[config.mk]
export PLATFORM = sky130hd
export DESIGN_NAME = pisca_leds_1
export DESIGN_NICKNAME = d
export VERILOG_FILES = /design/src/rtl/pisca_pkg.sv /design/src/rtl/shoelace_sum.sv /design/src/rtl/pisca_leds_1.sv
export SDC_FILE = /design/constraint.sdc
export NUM_CORES = 1
export LEC_CHECK = 0
export CAP_MARGIN = 20
export CORE_MARGIN = 1.5
export CORE_UTILIZATION = 35
export DETAILED_ROUTE_END_ITERATION = 12
export HOLD_SLACK_MARGIN = 0.05
export PLACE_DENSITY = 0.55
export SKIP_CTS_REPAIR_TIMING = 1
export SYNTH_ARGS = -nofsm -noshare
export SYNTH_HDL_FRONTEND = slang
export SYNTH_SLANG_ARGS = --single-unit
[constraint.sdc]
create_clock -name CLOCK_50 -period 5.8 [get_ports CLOCK_50]
set_clock_uncertainty 0.05 [all_clocks]
set_input_delay 1.16 -clock CLOCK_50 [delete_from_list [all_inputs] [get_ports CLOCK_50]]
set_output_delay 1.16 -clock CLOCK_50 [all_outputs]
set_load 0.005 [all_outputs]
[src/rtl/pisca_pkg.sv]
// Shared widths, saturated-result payload and the saturation helper for the
// triangle-area engine.
package pisca_pkg;

  localparam int unsigned XW       = 9;
  localparam int unsigned YW       = 7;
  localparam int unsigned OUT_W    = 14;
  localparam int unsigned PROD_W   = XW + YW;
  localparam int unsigned SUM_W    = PROD_W + 2;
  localparam int unsigned DIFF_W   = SUM_W + 1;
  localparam int unsigned AREA_MAX = (32'd1 << OUT_W) - 32'd1;

  typedef struct packed {
    logic             ovf;
    logic [OUT_W-1:0] area;
  } sat_t;

  // Clamp an 18-bit magnitude to the display width, flagging overflow.
  function automatic sat_t saturate(input logic [SUM_W-1:0] mag);
    sat_t r;
    if (mag > SUM_W'(AREA_MAX)) begin
      r.area = '1;
      r.ovf  = 1'b1;
    end else begin
      r.area = mag[OUT_W-1:0];
      r.ovf  = 1'b0;
    end
    return r;
  endfunction

endpackage

[src/rtl/shoelace_sum.sv]
// Two-stage sum of three products: registered products, then registered sum.
// Used once per shoelace diagonal direction with permuted operands.
module shoelace_sum
  import pisca_pkg::*;
(
  input  logic              clk,
  input  logic              reset,
  input  logic [XW-1:0]     x0,
  input  logic [YW-1:0]     y0,
  input  logic [XW-1:0]     x1,
  input  logic [YW-1:0]     y1,
  input  logic [XW-1:0]     x2,
  input  logic [YW-1:0]     y2,
  output logic [SUM_W-1:0]  sum
);

  logic [PROD_W-1:0] p0, p1, p2;

  always_ff @(posedge clk) begin
    if (reset) begin
      p0  <= '0;
      p1  <= '0;
      p2  <= '0;
      sum <= '0;
    end else begin
      p0  <= PROD_W'(x0) * PROD_W'(y0);
      p1  <= PROD_W'(x1) * PROD_W'(y1);
      p2  <= PROD_W'(x2) * PROD_W'(y2);
      sum <= SUM_W'(p0) + SUM_W'(p1) + SUM_W'(p2);
    end
  end

endmodule

[src/rtl/pisca_leds_1.sv]
// Pipelined doubled-triangle-area engine: input registers, two shoelace sums,
// then |Sa - Sb| saturated to the LED/display width. Latency 3 after sampling.
module pisca_leds_1
  import pisca_pkg::*;
(
  input  logic             CLOCK_50,
  input  logic             reset,
  input  logic [XW-1:0]    ax,
  input  logic [YW-1:0]    ay,
  input  logic [XW-1:0]    bx,
  input  logic [YW-1:0]    by,
  input  logic [XW-1:0]    cx,
  input  logic [YW-1:0]    cy,
  output logic [OUT_W-1:0] area,
  output logic             ovf,
  output logic             out_valid
);

  logic [XW-1:0]     ax_q, bx_q, cx_q;
  logic [YW-1:0]     ay_q, by_q, cy_q;
  logic [SUM_W-1:0]  sa, sb;
  logic [DIFF_W-1:0] diff_c;
  logic [SUM_W-1:0]  mag_c;
  sat_t              sat_c;
  logic [2:0]        vld;

  always_ff @(posedge CLOCK_50) begin
    if (reset) begin
      ax_q <= '0;
      ay_q <= '0;
      bx_q <= '0;
      by_q <= '0;
      cx_q <= '0;
      cy_q <= '0;
    end else begin
      ax_q <= ax;
      ay_q <= ay;
      bx_q <= bx;
      by_q <= by;
      cx_q <= cx;
      cy_q <= cy;
    end
  end

  // Sa = ax*by + ay*cx + bx*cy
  shoelace_sum u_sa (
    .clk   (CLOCK_50),
    .reset (reset),
    .x0    (ax_q),
    .y0    (by_q),
    .x1    (cx_q),
    .y1    (ay_q),
    .x2    (bx_q),
    .y2    (cy_q),
    .sum   (sa)
  );

  // Sb = ay*bx + ax*cy + by*cx
  shoelace_sum u_sb (
    .clk   (CLOCK_50),
    .reset (reset),
    .x0    (bx_q),
    .y0    (ay_q),
    .x1    (ax_q),
    .y1    (cy_q),
    .x2    (cx_q),
    .y2    (by_q),
    .sum   (sb)
  );

  // Signed difference fits in DIFF_W, so the magnitude never wraps in SUM_W.
  always_comb begin
    diff_c = DIFF_W'(sa) - DIFF_W'(sb);
    mag_c  = SUM_W'(diff_c[DIFF_W-1] ? (DIFF_W'(0) - diff_c) : diff_c);
    sat_c  = saturate(mag_c);
  end

  always_ff @(posedge CLOCK_50) begin
    if (reset) begin
      area <= '0;
      ovf  <= 1'b0;
      vld  <= '0;
    end else begin
      area <= sat_c.area;
      ovf  <= sat_c.ovf;
      vld  <= {vld[1:0], 1'b1};
    end
  end

  assign out_valid = vld[2];

endmodule

==> run_results.csv <==
group,metric,value,unit
sta,slew_violations,0,
synthesis,yosysWarnings,0,
detailed_routing,wl_per_cell,16.0,um
setup_path,critPathBufInv,3,
sta,hold_viol,0,
synthesis,synth_ff_type,"dfxtp_1",
synthesis,synthSimpleGateAreaFrac,18.9,%
detailed_routing,drt_pass1_iterations,5,
die,ioPinCount,66,
power,power.share.switching,40.4,%
die,die_h,246,um
cts,cts_tree,"yes",
setup_path,critPathTopFamily,"adder cells",
power,p_clk_share,22.7,%
detailed_routing,drt_iter0_markers,600,
synthesis,syn_inst,2335,
global_routing,grt_max_degree,105,
die,core,58000,um^2
die,initial_core_util,35.6,%
synthesis,ys_types,73,
detailed_routing,viasPerCell,4.90,
synthesis,synthTopCellsByCount,"inv_1 (291), ha_1 (287), nand2_1 (272), fa_1 (209), dfxtp_1 (198)",
power,p_sw,2.17,mW
setup_path,cp_max_fo,18,
global_routing,grt_pass1_vias,15778,
min_path,hold_class,"flip-flop to flip-flop",
sta,setup_violations,0,
power,power_frac_comb,46.6,%
sta,fin_crit,5170,ps
placement,numPortBuffers,65,
cts,clk_pin_slew,80,ps
synthesis,synth.avg_cell_area,8.85,um^2
finish,nNetsFinal,2908,
power,power_density,236,nW/um^2
outcome,status,"completed",
setup_path,critPathCaptureType,"flip-flop",
setup_path,crit_arrival,5510,ps
sta,fmax,193,MHz
synthesis,syn_nets,2881,
detailed_routing,routed_wl,50300,um
synthesis,synth_top_family_by_area,"adder cells",
die,die_w,246,um
setup_path,path_class,"flip-flop to flip-flop",
cts,insertion_delay,510,ps
global_routing,antenna_found_initial,2,
synthesis,synth_top_area_share,20.3,%
sta,grt_setup_unrepaired,"false",
power,vdd_drop_max,262,uV
cts,cts_root_buffer,"clkbuf_16",
global_routing,grt_use_met3,2.86,%
synthesis,muxShareOfSynthArea,0.491,%
global_routing,use_met1,23.1,%
synthesis,synth_compound_area_share,11.2,%
synthesis,synth_area,20700,um^2
flow_run,cap_viol_max_count,0,
sta,finalCritPeriodShare,89.2,%
power,p_int,3.19,mW
detailed_routing,drcViolationCount,0,
finish,drive_above_1_share,4.30,%
finish,final_core_util,39.2,%
global_routing,grt_usage,17.4,%
sta,relSlewSlack,43.9,%
setup_path,critPathSlowestCell,"dfxtp_1",
die,row_count,88,
die,fp.dieArea,60500,um^2
cts,cts.sinks,198,
power,p_seq_share,30.7,%
sta,fin_setup_tns,0,ps
global_routing,grt_pass1_wl,82400,um
power,p_leak,11.1,nW
cts,cts_made_buffers,17,
setup_path,critPathMaxStageDelay,810,ps
detailed_routing,vias,15371,
synthesis,synth-xor-area-share,5.67,%
setup_path,crit_chain,"nand2_1 -> fa_1 -> inv_1 -> ha_1 -> ha_1 -> inv_1 -> fa_1 -> inv_1 -> ha_1 -> a21o_1 -> a21oi_1 -> o21bai_1 -> a21oi_1 -> o21bai_1 -> a21oi_1 -> o21ai_0 -> o41ai_1 -> mux2_2",
global_routing,grtUsageMet2,28.9,%
setup_path,required,6140,ps
synthesis,ys_seq_elements,198,
synthesis,async_flop_share,0,%
finish,antenna_cells,0,
synthesis,synth_edf_count,0,
global_routing,grt_overflow,0,
finish,area_growth,9.99,%
setup_path,start_kind,"flip-flop",
placement,hpwl,41200,um
global_routing,top_usage_layer,"met2",
synthesis,synth.yosys.seq_area_share,19.2,%
synthesis,post-synth-top-area-cell,"fa_1",
sta,worstMarginPinSlew,840,ps
cts,clockBufferDepth,2,
detailed_routing,drtAntennaViolNets,0,
cts,h-tree-depth,4,
placement,gp_congestion,0.842,
synthesis,synth_adder_area_share,37.6,%
synthesis,yosysMostFrequentCell,"inv_1",
synthesis,synth_area_leaders,"fa_1 (20%), dfxtp_1 (19%), ha_1 (17%)",
==> power by group through the flow <==
stage,combinational [mW],clock (mW),sequential (mW)
after CTS,2.51,1.27,1.64
after global routing,2.81,1.31,1.66
after global placement,2.46,0,1.67
after floorplan,1.98,0,1.60
after detailed placement,2.48,0,1.68
final,2.50,1.22,1.64
==> layout make-up <==
| class | instances | area, um^2 |
|---|---|---|
| Clock buffer | 18 | 439 |
| Clock inverter | 13 | 143 |
| Fill cell | 5813 | 35300 |
| Inverter | 291 | 1090 |
| Multi-Input combinational cell | 1763 | 15300 |
| Sequential cell | 198 | 3960 |
| Tap cell | 765 | 957 |
| Timing Repair Buffer | 91 | 860 |
==> stage by stage <==
| stage | instance area, um^2 | power (mW) | hold slack [ps] | cells | worst slack, ps |
|---|---|---|---|---|---|
| finish | 22700 | 5.36 | 391 | 3139 | 627 |
| global route | 22700 | 5.78 | 418 | 3139 | 350 |
| CTS | 22700 | 5.43 | 399 | 3139 | 660 |
| detailed placement | 22100 | 4.16 | 382 | 3108 | 699 |
| global placement | 22100 | 4.14 | 387 | 3108 | 713 |
| floorplan | 20700 | 3.58 | 364 | 2335 | 1090 |
==> state kept, by name, summed over array words and instances (netlist names), 14 cells and up <==
name,cells
u_sa.sum,18
u_sb.sum,18
u_sa.p0,16
u_sa.p1,16
u_sa.p2,16
u_sb.p0,16
u_sb.p1,16
u_sb.p2,16
area,14
==> final timing paths <==
check | start | end | slack [ps] | cells after the start
worst min register to register | vld[1] | vld[2] | 390 | 1
worst max register to register | cy_q[1] | u_sa.p2[14] | 630 | 18
worst max-delay path | cy_q[1] | u_sa.p2[14] | 630 | 18
worst min-delay path | vld[1] | vld[2] | 390 | 1
==> placed cells by master, fill, tap and decap left out, types with 9 or more instances in the layout <==
master           count
a41oi_2             10
o211ai_1            15
o21bai_1            35
xnor2_1             85
ha_1               287
buf_4               25
a21o_1              42
and3_1              30
clkbuf_16           17
nand2_1            272
nor2_1             146
xor2_1              45
nor3_1              43
a21oi_1            106
fa_1               209
dfxtp_1            198
inv_1              291
clkdlybuf4s50_1     64
nand3_1             27
nor2b_1             81
o21ai_0             36
and2_1             147
nand4_1              9
==> worst register-to-register path: stages, from the launching register on <==
cell and delay [ps]:
dfxtp_1 810, nand2_1 180, fa_1 570, inv_1 40, ha_1 270, ha_1 300, inv_1 50, fa_1 470
inv_1 40, ha_1 310, a21o_1 190, a21oi_1 230, o21bai_1 100, a21oi_1 260, o21bai_1 100, a21oi_1 260
o21ai_0 140, o41ai_1 310, mux2_2 380
==> logic make-up (layout without fill, tap and decap cells) <==
logic type      Yosys count  count (layout)
simple gates            798             798
buf+inv                 374             413
flops                   198             198
mux                       8               8
compound gates          329             329
xor+xnor                132             132
fa+ha+maj               496             496
==> layer usage <==
layer,vias up,routed length [um]
met1,7360,24300
met4,0,993
met3,49,1710
met2,296,23200
li1,7666,-
met5,-,0
(Power assumes the default switching activity.)
